File: config.mk
export PLATFORM = sky130hd
export DESIGN_NAME = forward_kinematics_flat
export DESIGN_NICKNAME = d
export VERILOG_FILES = /design/src/rtl/forward_kinematics_if.sv /design/src/rtl/forward_kinematics.sv /design/src/flat_wrapper.sv
export SDC_FILE = /design/constraint.sdc
export NUM_CORES = 1
export LEC_CHECK = 0
export BUFFER_PORTS_ARGS = -buffer_cell sky130_fd_sc_hd__buf_2
export CAP_MARGIN = 20
export CORE_ASPECT_RATIO = 1.4
export CORE_MARGIN = 2
export CORE_UTILIZATION = 62
export DETAILED_ROUTE_END_ITERATION = 10
export PLACE_DENSITY = 0.92
export SYNTH_ARGS = -nofsm -noshare
export SYNTH_HDL_FRONTEND = slang
export SYNTH_SLANG_ARGS = --single-unit
File: constraint.sdc
create_clock -name clk -period 12.1 [get_ports clk]
set_clock_uncertainty 0.2 [all_clocks]
set_input_delay 2.42 -clock clk [delete_from_list [all_inputs] [get_ports clk]]
set_output_delay 2.42 -clock clk [all_outputs]
set_load 0.03 [all_outputs]
File: src/rtl/forward_kinematics_if.sv
// Bundle of the start request, operand, and result signals of the two-link forward-kinematics engine.
// The master drives the request and operands. The slave (the engine) returns the results and the status.
interface forward_kinematics_if #(
  parameter int LEN_W  = 14,
  parameter int TRIG_W = 16
);
  logic              enable;
  logic [LEN_W-1:0]  l1;
  logic [LEN_W-1:0]  l2;
  logic [TRIG_W-1:0] cosTh1;
  logic [TRIG_W-1:0] sinTh1;
  logic [TRIG_W-1:0] cosTh12;
  logic [TRIG_W-1:0] sinTh12;
  logic [LEN_W-1:0]  xTarget;
  logic [LEN_W-1:0]  yTarget;
  logic              outOfRange;
  logic              busy;
  logic              dataReady;

  modport master (
    output enable, l1, l2, cosTh1, sinTh1, cosTh12, sinTh12,
    input  xTarget, yTarget, outOfRange, busy, dataReady
  );

  modport slave (
    input  enable, l1, l2, cosTh1, sinTh1, cosTh12, sinTh12,
    output xTarget, yTarget, outOfRange, busy, dataReady
  );
endinterface

File: src/rtl/forward_kinematics.sv
// Two-link planar forward kinematics. One time-shared signed multiplier forms the four link/trig products over four cycles.
// The sums are clamped to the unsigned output range.
module forward_kinematics #(
  parameter int LEN_W  = 14,
  parameter int TRIG_W = 16
) (
  input  logic                  clk,
  input  logic                  reset,
  forward_kinematics_if.slave   bus
);
  localparam int FRAC   = 14;
  localparam int PROD_W = LEN_W + 1 + TRIG_W;
  localparam int ACC_W  = LEN_W + 3;

  localparam logic signed [PROD_W-1:0] ROUND_BIAS = PROD_W'(1) <<< (FRAC - 1);
  localparam logic signed [ACC_W-1:0]  SAT_MAX    = ACC_W'((1 << LEN_W) - 1);

  typedef enum logic [2:0] {IDLE, MUL0, MUL1, MUL2, MUL3, SAT} state_e;

  state_e                    state_q;
  logic [LEN_W-1:0]          l1_q, l2_q;
  logic [TRIG_W-1:0]         cos1_q, sin1_q, cos12_q, sin12_q;
  logic signed [ACC_W-1:0]   acc_x_q, acc_y_q;
  logic [LEN_W-1:0]          x_q, y_q;
  logic                      oor_q, busy_q, ready_q;

  // Operand select for the single shared multiplier.
  logic [LEN_W-1:0]          len_sel;
  logic [TRIG_W-1:0]         trig_sel;
  logic signed [LEN_W:0]     mul_a;
  logic signed [TRIG_W-1:0]  mul_b;
  logic signed [PROD_W-1:0]  prod;
  logic signed [PROD_W-1:0]  prod_rnd;
  logic signed [ACC_W-1:0]   term;

  // NOTE: every signal assigned in always_comb gets a default first, so no path leaves it unassigned (no latch).
  always_comb begin
    len_sel  = l1_q;
    trig_sel = cos1_q;
    unique case (state_q)
      MUL1:    begin len_sel = l2_q; trig_sel = cos12_q; end
      MUL2:    begin len_sel = l1_q; trig_sel = sin1_q;  end
      MUL3:    begin len_sel = l2_q; trig_sel = sin12_q; end
      default: begin len_sel = l1_q; trig_sel = cos1_q;  end
    endcase
  end

  assign mul_a    = $signed({1'b0, len_sel});
  assign mul_b    = $signed(trig_sel);
  assign prod     = mul_a * mul_b;
  // Round half-up: the arithmetic shift floors, so adding half an LSB first gives round-half-up.
  assign prod_rnd = (prod + ROUND_BIAS) >>> FRAC;
  assign term     = ACC_W'(prod_rnd);

  // NOTE: sequential state uses non-blocking assignments only, so every register samples values from before the edge.
  always_ff @(posedge clk) begin
    if (reset) begin
      state_q <= IDLE;
      l1_q    <= '0;
      l2_q    <= '0;
      cos1_q  <= '0;
      sin1_q  <= '0;
      cos12_q <= '0;
      sin12_q <= '0;
      acc_x_q <= '0;
      acc_y_q <= '0;
      x_q     <= '0;
      y_q     <= '0;
      oor_q   <= 1'b0;
      busy_q  <= 1'b0;
      ready_q <= 1'b0;
    end else begin
      ready_q <= 1'b0;
      unique case (state_q)
        IDLE: if (bus.enable) begin
          l1_q    <= bus.l1;
          l2_q    <= bus.l2;
          cos1_q  <= bus.cosTh1;
          sin1_q  <= bus.sinTh1;
          cos12_q <= bus.cosTh12;
          sin12_q <= bus.sinTh12;
          acc_x_q <= '0;
          acc_y_q <= '0;
          busy_q  <= 1'b1;
          state_q <= MUL0;
        end
        MUL0: begin acc_x_q <= acc_x_q + term; state_q <= MUL1; end
        MUL1: begin acc_x_q <= acc_x_q + term; state_q <= MUL2; end
        MUL2: begin acc_y_q <= acc_y_q + term; state_q <= MUL3; end
        MUL3: begin acc_y_q <= acc_y_q + term; state_q <= SAT;  end
        SAT: begin
          x_q     <= (acc_x_q < 0) ? '0 : (acc_x_q > SAT_MAX) ? LEN_W'(SAT_MAX) : LEN_W'(acc_x_q);
          y_q     <= (acc_y_q < 0) ? '0 : (acc_y_q > SAT_MAX) ? LEN_W'(SAT_MAX) : LEN_W'(acc_y_q);
          oor_q   <= (acc_x_q < 0) || (acc_x_q > SAT_MAX) || (acc_y_q < 0) || (acc_y_q > SAT_MAX);
          ready_q <= 1'b1;
          busy_q  <= 1'b0;
          state_q <= IDLE;
        end
        default: state_q <= IDLE;
      endcase
    end
  end

  assign bus.xTarget    = x_q;
  assign bus.yTarget    = y_q;
  assign bus.outOfRange = oor_q;
  assign bus.busy       = busy_q;
  assign bus.dataReady  = ready_q;
endmodule

File: src/flat_wrapper.sv
// flat-port wrapper written by rule: the top's interface ports become plain ports
module forward_kinematics_flat 
#(
  parameter int LEN_W  = 14,
  parameter int TRIG_W = 16
)
  (clk, reset, bus_enable, bus_l1, bus_l2, bus_cosTh1, bus_sinTh1, bus_cosTh12, bus_sinTh12, bus_xTarget, bus_yTarget, bus_outOfRange, bus_busy, bus_dataReady);
  forward_kinematics_if #(.LEN_W(LEN_W), .TRIG_W(TRIG_W)) bus_i ();
  input  logic clk;
  input  logic reset;
  input wire logic [$bits(bus_i.enable)-1:0] bus_enable;
  input wire logic [$bits(bus_i.l1)-1:0] bus_l1;
  input wire logic [$bits(bus_i.l2)-1:0] bus_l2;
  input wire logic [$bits(bus_i.cosTh1)-1:0] bus_cosTh1;
  input wire logic [$bits(bus_i.sinTh1)-1:0] bus_sinTh1;
  input wire logic [$bits(bus_i.cosTh12)-1:0] bus_cosTh12;
  input wire logic [$bits(bus_i.sinTh12)-1:0] bus_sinTh12;
  output wire logic [$bits(bus_i.xTarget)-1:0] bus_xTarget;
  output wire logic [$bits(bus_i.yTarget)-1:0] bus_yTarget;
  output wire logic [$bits(bus_i.outOfRange)-1:0] bus_outOfRange;
  output wire logic [$bits(bus_i.busy)-1:0] bus_busy;
  output wire logic [$bits(bus_i.dataReady)-1:0] bus_dataReady;
  assign bus_i.enable = bus_enable;
  assign bus_i.l1 = bus_l1;
  assign bus_i.l2 = bus_l2;
  assign bus_i.cosTh1 = bus_cosTh1;
  assign bus_i.sinTh1 = bus_sinTh1;
  assign bus_i.cosTh12 = bus_cosTh12;
  assign bus_i.sinTh12 = bus_sinTh12;
  assign bus_xTarget = bus_i.xTarget;
  assign bus_yTarget = bus_i.yTarget;
  assign bus_outOfRange = bus_i.outOfRange;
  assign bus_busy = bus_i.busy;
  assign bus_dataReady = bus_i.dataReady;
  forward_kinematics #(.LEN_W(LEN_W), .TRIG_W(TRIG_W)) u_core (.clk(clk), .reset(reset), .bus(bus_i));
endmodule
After elaboration in Yosys (flattened, before gate mapping) --
Index checks and enable logic that the tools add are counted. W data, S select, Z words.
Operators by class: add/sub/neg operators 3, multiply operators 1, div/mod/pow operators 0, magnitude comparators 4, equality and inequality tests 6, shift operators 0, multiplexer cells 14, bitwise logic cells 0, reduce and logical (&&, ||, !) cells 14
Operator list (number):
- $mux W14 | 5
- $pmux W17 S2 | 2
- $pmux W16 S3 | 1
- $add A17 B17 Y17 | 2
- $gt A17 B15 Y1 const B | 2
- $lt A17 B1 Y1 const B | 2
- $add A31 B15 Y31 const B | 1
- $mul A15 B16 Y31 | 1
- $mux W17 | 1
- $pmux W3 S5 | 1
- $reduce_and A2 Y1 | 4
- $eq A3 B2 Y1 const B | 2
- $eq A3 B3 Y1 const B | 2
- $reduce_bool A2 Y1 | 3
- $reduce_or A2 Y1 | 3
- $eq A3 B1 Y1 const B | 1
- $logic_not A3 Y1 | 1
- $logic_or A1 B1 Y1 | 3
- $mux W3 | 1
- $mux W1 | 2
- $ne A2 B2 Y1 const B | 1
- $pmux W1 S2 | 1
Storage, ports and cells: register bits after elaboration 160, latch bits 0, bits in writable memories 0, ROM bits 0, bits of input ports 95, output and inout port bits 31, word-level logic and storage cells 56, memories 0

Logic depth before layout (Yosys ltp) --
Gate-level depths: netlist of run 1.
depth after elaboration 7, depth in mapped cells 45

Least setup slack after synthesis of run 1 --
Ideal clock, no wire load.
path kind flip-flop to flip-flop, start register u_core.state_q[2], end register u_core.acc_x_q[16], data arrival time 9.789 ns, required time 11.830 ns, slack 2.040 ns, stages on the path, launching flop included 46, path through dfxtp_1 > buf_2 > xnor2_1 > nor2_1 > buf_1 > buf_1 > mux2i_1 > clkbuf_1 > nor2_1 > fa_1 > inv_1 > fa_1 > inv_1 > fa_1 > inv_1 > fa_1 > inv_1 > fa_1 > [10 not listed] > a21oi_1 > nor2b_1 > o21a_1 > nor2_1 > xnor2_1 > ha_1 > or3_1 > a311o_1 > nand2_1 > o21ai_0 > o21ai_0 > nand2b_1 > a21oi_1 > o21ai_0 > a31oi_1 > xnor3_1 > or3_1 > a21oi_1
Between the ends: word-level cells in the longest chain between the ends 7
RTL lines:
- start, declared | line forward_kinematics.sv:20 | state_e state_q;
- start signal, assigned | line forward_kinematics.sv:58 | state_q <= IDLE;
- start signal, assigned | line forward_kinematics.sv:85 | state_q <= MUL0;
- start signal, assigned | line forward_kinematics.sv:87 | MUL0: begin acc_x_q <= acc_x_q + term; state_q <= MUL1; end
- $eq A3 B2 Y1 / $eq A3 B3 Y1 (equally long branches) | line forward_kinematics.sv:40, forward_kinematics.sv:74
- $reduce_or A2 Y1 (no source line)
- $mux W14 | line forward_kinematics.sv:40 | unique case (state_q)
- $mul A15 B16 Y31 | line forward_kinematics.sv:50 | assign prod = mul_a * mul_b;
- $add A31 B15 Y31 | line forward_kinematics.sv:52 | assign prod_rnd = (prod + ROUND_BIAS) >>> FRAC;
- $add A17 B17 Y17 | line forward_kinematics.sv:87, forward_kinematics.sv:88
- $pmux W17 S2 | line forward_kinematics.sv:74 | unique case (state_q)
- end signal, assigned | line forward_kinematics.sv:82 | acc_x_q <= '0;
- end signal, assigned | line forward_kinematics.sv:87
- end signal, assigned | line forward_kinematics.sv:88 | MUL1: begin acc_x_q <= acc_x_q + term; state_q <= MUL2; end
- end, declared | line forward_kinematics.sv:23 | logic signed [ACC_W-1:0] acc_x_q, acc_y_q;
Parallel ways exist; a longest one is shown, timed or not. A chain may end at the register's enable or synchronous reset.

Worst setup path in the final report of run 1 --
start register u_core.state_q[1], end register u_core.acc_x_q[16]
Same word-level chain as after synthesis.

==> results.toml, run 1 <==
[outcome]
status = "complete, no violations"

[setup_path]
crit_path_top_delay_cell = "nor2_2"
crit_top_cell = "fa_1"
reg2reg_depth = 36
r2r_setup_slack_ps = 1090
critical_path_class = "reg2reg"
crit_start = "u_core.state_q[1]"
crit_path_end = "u_core.acc_x_q[16]"
max_stage_delay_ps = 720
cp-start-kind = "register"
r2r-start = "u_core.state_q[1]"
worstPathArrival_ps = 11190
reg2reg_to = "u_core.acc_x_q[16]"
crit_path_end_kind = "register"
crit_required_ps = 12280
cp_max_fo = 11

[detailed_routing]
drc = 0
vias = 13700
ant_nets = 0
drt_iter0_drc = 1058
wl_per_cell_um = 19.9
wirelength_um = 45700
firstDrtPassIters = 5
via_per_inst = 5.99

[power_and_ir_drop]
switching_share_pct = 41.4
seqPwrFrac_pct = 31.5
max-vdd-ir-drop_v = 0.000140
p_int_mw = 1.16
power_density_nw_per_um2 = 114
leakage_nw = 8.65
clkPwrFrac_pct = 28.9
pwr-share-comb_pct = 39.6
power_switching_mw = 0.817

[floorplan]
die_h_um = 193
rows = 69
dieArea_um2 = 26900
io_pins = 126
die_x_um = 139
start_util_pct = 62.7
core-area_um2 = 25300

[logic_synthesis]
ys_seq_area_share_pct = 20.2
async_reset_ff_share_pct = 0
synth_most_common_cell = "nand2_1"
yosys-top-cells-area = "fa_1 (28%), dfxtp_1 (20%), ha_1 (10%)"
ys_warn_count = 0
netlist-cell-type-count = 58
syn_inst = 1885
syn_avg_cell_area_um2 = 8.42
synth_area_leader_cell = "fa_1"
synth-edff-count = 0
ys_top_cells_by_count = "nand2_1 (327), inv_1 (288), fa_1 (220)"
synth_flop_cell = "dfxtp_1"
synth_top_area_share_pct = 27.7
synth_seq_cells = 160
synthesis.area_um2 = 15900
synth_fp_nets = 2327

[cts]
cts_resized = 0
cts_buffers = 17
cts-root-buf = "clkbuf_16"
cts_buffer_depth = 2
cts_sinks = 160
hold_buffers = 0
htree_num_levels = 4
tritoncts = "done"
clk_latency_ps = 450
post_cts_buffers = 0
clkSlewWorstSetupHoldPaths_ps = 70

[timing]
holdWs_ps = 260
clock.fmax_mhz = 90.9
hold_violations = 0
period_share_pct = 91.0
min_period_ps = 11010
max_slew_margin_pct = 17.3
finalSetupTns_ps = 0
drv_slew = 0
finalWorstSetupSlack_ps = 1090
worstMarginPinSlew_ps = 1240
rsz0062_at_grt = "no"
setup_viol = 0

[placement]
gp_congestion = 1.02
dp_worst_setup_slack_ps = 1310
dp_hpwl_um = 35700
io_buffers = 125

[grt]
grt.total_usage_pct = 34.8
grt_start_max_net_pins = 90
grt_pass1_vias = 14800
antenna_found_initial = 1
overflow = 0
grt_pass1_wl_um = 73800

[job]
maxCapViolCount = 0

[final_layout]
final_net_count = 2401
drive_gt1_share_pct = 10.8
synthToLayoutAreaGrowth_pct = 9.26

[worst_hold_path]
min_path_type = "reg2reg"
==> cells by family (layout without fill, tap and decap cells) <==
group | count (synthesis) | count (layout) | share of synthesized area (%)
flops | 160 | 160 | 20.2
other cells | 0 | 1 | 0
simple gates | 624 | 624 | 16.2
buf+inv | 380 | 467 | 9.03
xor+xnor | 53 | 53 | 3.01
mux | 38 | 38 | 2.48
compound gates | 283 | 283 | 11.4
fa+ha+maj | 347 | 347 | 37.8
==> per-layer routing <==
layer  GRT usage (%)  vias to the layer above  share of wire [%]
met5               0                        -                  0
met4            27.0                        0                8.6
met3            6.26                      247                6.9
met2            60.3                      709                 50
met1            37.2                     6638                 34
li1                -                     6125                  -
==> how the worst min path moves through the flow <==
stage               slack, ps  depth (start not counted)               from                end
floorplan                 230                          2   u_core.cos1_q[1]   u_core.cos1_q[1]
global placement          240                          2     u_core.l2_q[5]     u_core.l2_q[5]
detailed placement        250                          2     u_core.l2_q[1]     u_core.l2_q[1]
CTS                       260                          2  u_core.sin1_q[12]  u_core.sin1_q[12]
global route              280                          2  u_core.sin1_q[11]  u_core.sin1_q[11]
finish                    260                          2  u_core.sin1_q[12]  u_core.sin1_q[12]
==> layout make-up <==
cell class              count  area, um^2
flip-flops and latches    160        3200
diodes                      1        2.50
clock inverters            15         185
repair buffers            147         793
inverters                 288        1080
well taps                 319         399
fillers                  1874        7960
multi-input cells        1345       11300
clock buffers              17         425
==> power by group through the flow <==
stage | clock network, mW | registers (mW) | logic, mW
after global routing | 0.585 | 0.623 | 0.857
after floorplan | 0 | 0.599 | 0.565
after CTS | 0.563 | 0.617 | 0.768
after global placement | 0 | 0.626 | 0.720
after detailed placement | 0 | 0.628 | 0.748
final | 0.570 | 0.621 | 0.782
==> layout by cell type (no fill, tap or decap), types with 14 or more instances in the layout <==
cell type	Yosys	layout
o21ai_0	17	17
buf_2	2	124
a21oi_1	170	170
dfxtp_1	160	160
inv_1	288	288
nand2_1	327	327
xnor2_1	35	35
fa_1	220	220
nand3_1	22	22
buf_4	1	23
nor2_1	190	189
clkbuf_16	0	17
nor3_1	34	34
xor2_1	17	17
a22o_1	14	14
a221o_1	15	15
ha_1	127	127
a21o_1	17	17
a221oi_1	15	14
mux2i_1	27	27
==> sequential cells by signal (all words and copies together) (netlist names), 14 cells and up <==
name / count
u_core.sin1_q: 16
u_core.bus.yTarget: 14
u_core.cos1_q: 16
u_core.bus.xTarget: 14
u_core.acc_y_q: 17
u_core.acc_x_q: 17
u_core.l1_q: 14
u_core.sin12_q: 16
u_core.l2_q: 14
u_core.cos12_q: 16
==> critical path: cells and delay by family, from the launching register on <==
| kind | cells | cell delay, ps |
|---|---|---|
| XOR/XNOR | 3 | 570 |
| AND/OR/NAND/NOR | 10 | 2230 |
| multiplexers | 1 | 640 |
| flip-flops | 1 | 620 |
| adder cells (fa/ha/maj) | 8 | 3510 |
| buffers and inverters | 3 | 450 |
| AO/OA/AOI/OAI | 11 | 2670 |
==> stage by stage <==
step	util, %	cell area (um^2)	cells	total power [mW]
4_1_cts	68.5	17300	2290	1.95
2_1_floorplan	-	15900	1885	1.16
5_1_grt	68.6	17300	2292	2.07
6_report	68.6	17300	2292	1.97
3_5_place_dp	66.1	16700	2258	1.38
3_3_place_gp	66.1	16700	2258	1.35
(Power assumes the default switching activity.)
==> run 2: changes to the inputs <==
--- a/config.mk
+++ b/config.mk
@@ -8,10 +8,10 @@
 export BUFFER_PORTS_ARGS = -buffer_cell sky130_fd_sc_hd__buf_2
 export CAP_MARGIN = 20
 export CORE_ASPECT_RATIO = 1.4
-export CORE_MARGIN = 2
 export CORE_UTILIZATION = 62
 export DETAILED_ROUTE_END_ITERATION = 10
 export PLACE_DENSITY = 0.92
+export SLEW_MARGIN = 20
 export SYNTH_ARGS = -nofsm -noshare
 export SYNTH_HDL_FRONTEND = slang
 export SYNTH_SLANG_ARGS = --single-unit
==> constraint.sdc (replaced) <==
create_clock -name clk -period 12.1 [get_ports clk]
set_clock_uncertainty 0.2 [all_clocks]
set_input_delay 2.42 -clock clk [delete_from_list [all_inputs] [get_ports clk]]
set_output_delay 2.42 -clock clk [all_outputs]
set_load 0.005 [all_outputs]
==> run 2 against run 1 <==
Net effect:
- critical path depth up 1
- sequential power about the same
- count of clock-buffer cells in the layout up 2
- power down 0.35%
- largest power group unchanged
- highest routed layer unchanged
- global-route usage up 3.2 points
- sequential share of layout area about the same
- clock power down 4.0%
- final cell count down 0.17%
- cell area about the same
- hold slack about the same
- utilization up 0.95 points
==> results.toml, run 2 (synthesis results as in run 1) <==
[timing]
min_period_ps = 10990
hold_violations = 0
max_slew_margin_pct = 32.6
period_share_pct = 90.8
setup_viol = 0
clock.fmax_mhz = 91.0
drv_slew = 0
worstMarginPinSlew_ps = 1010
finalSetupTns_ps = 0
rsz0062_at_grt = "no"

[grt]
gr-usage-met3_pct = 8.41
grt_pass1_wl_um = 74500
antenna_found_initial = 0
grt.total_usage_pct = 37.9
overflow = 0
grt_use_met2_pct = 66.1
globalRouteMet1Util_pct = 38.4
grt-busiest-layer = "met2"
grt_start_max_net_pins = 77
grt_pass1_vias = 14800

[final_layout]
synthToLayoutAreaGrowth_pct = 9.17
final_net_count = 2401
layout_common_cells = "nand2_1 (327), inv_1 (288), fa_1 (220), nor2_1 (189), a21oi_1 (170)"
final_common_cell = "nand2_1"
stdcell_area_um2 = 17300
drive_gt1_share_pct = 10.9
reg_top3 = "u_core.acc_x_q: 17 flops, u_core.acc_y_q: 17 flops"

[floorplan]
start_util_pct = 63.7
dieArea_um2 = 26300
rows = 68
core-area_um2 = 24900
die_h_um = 191
io_pins = 126
die_x_um = 137

[setup_path]
crit_required_ps = 12270
crit_path_top_delay_cell = "a221oi_1"
cp_max_fo = 34
max_stage_delay_ps = 680
worstPathArrival_ps = 11160
crit_path_end_kind = "register"
crit_top_cell = "fa_1"
critical_path_class = "reg2reg"
cp-start-kind = "register"

[detailed_routing]
via_per_inst = 6.03
vias = 13800
drt_iter0_drc = 1195
drc = 0
ant_nets = 0
wirelength_um = 45900
wl_per_cell_um = 20.1
firstDrtPassIters = 7

[placement]
gp_congestion = 0.977
io_buffers = 125
post_dp_cell_area_um2 = 16700
dp_hpwl_um = 36100

[power_and_ir_drop]
max-vdd-ir-drop_v = 0.000130
power_mw = 1.97
leakage_nw = 8.63
power_density_nw_per_um2 = 113

[cts]
post_cts_buffers = 0
cts_resized = 0
cts_buffer_depth = 2
cts_sinks = 160
clkSlewWorstSetupHoldPaths_ps = 70
cts-root-buf = "clkbuf_16"
cts_buffers = 17
hold_buffers = 0
htree_num_levels = 4
tritoncts = "done"
clk_latency_ps = 440

[worst_hold_path]
min_path_type = "reg2reg"

[outcome]
status = "complete, no violations"

[job]
maxCapViolCount = 0
[run 2: layout make-up]
cell class	count	area, um^2
antenna	1	2.50
clock buffer	19	443
clock inverter	13	146
fill	1831	7600
inverter	288	1080
multi-input combinational	1345	11300
sequential	160	3200
tap	315	394
timing repair buffer	147	793
[run 2: metrics by stage]
stage / cells / hold slack (ps) / worst slack, ps / utilization (%)
2_1_floorplan: 1885 / 232 / 2040 / -
3_3_place_gp: 2255 / 243 / 1630 / 67.1
3_5_place_dp: 2255 / 247 / 1360 / 67.1
4_1_cts: 2287 / 257 / 1240 / 69.5
5_1_grt: 2287 / 281 / 360 / 69.5
6_report: 2288 / 260 / 1110 / 69.5
[run 2: worst max-delay path, delay by kind of cell, from the launching register on]
kind / cells / cell delay, ps
flops: 1 / 590
buf+inv: 4 / 700
xor+xnor: 2 / 360
compound gates: 12 / 3310
simple gates: 11 / 2170
fa+ha+maj: 8 / 3540
[run 2: worst paths after layout]
| check | startpoint | endpoint | slack [ps] | cells after the start |
|---|---|---|---|---|
| setup reg to reg | u_core.state_q[2] | u_core.acc_x_q[16] | 1110 | 37 |
| hold / removal | u_core.cos12_q[4] | u_core.cos12_q[4] | 260 | 2 |
| setup / recovery | u_core.state_q[2] | u_core.acc_x_q[16] | 1110 | 37 |
| hold reg to reg | u_core.cos12_q[4] | u_core.cos12_q[4] | 260 | 2 |
[run 2: report_power, final]
part / switching, mW / leakage [nW] / internal, mW
Sequential: 0.0551 / 1.30 / 0.567
Clock: 0.250 / 0.279 / 0.297
Combinational: 0.501 / 7.05 / 0.295
[run 2: per-layer routing]
layer | vias up | share of wire (%)
li1 | 6112 | -
met5 | - | 0
met1 | 6653 | 33
met2 | 765 | 50
met3 | 270 | 7.3
met4 | 0 | 9.4
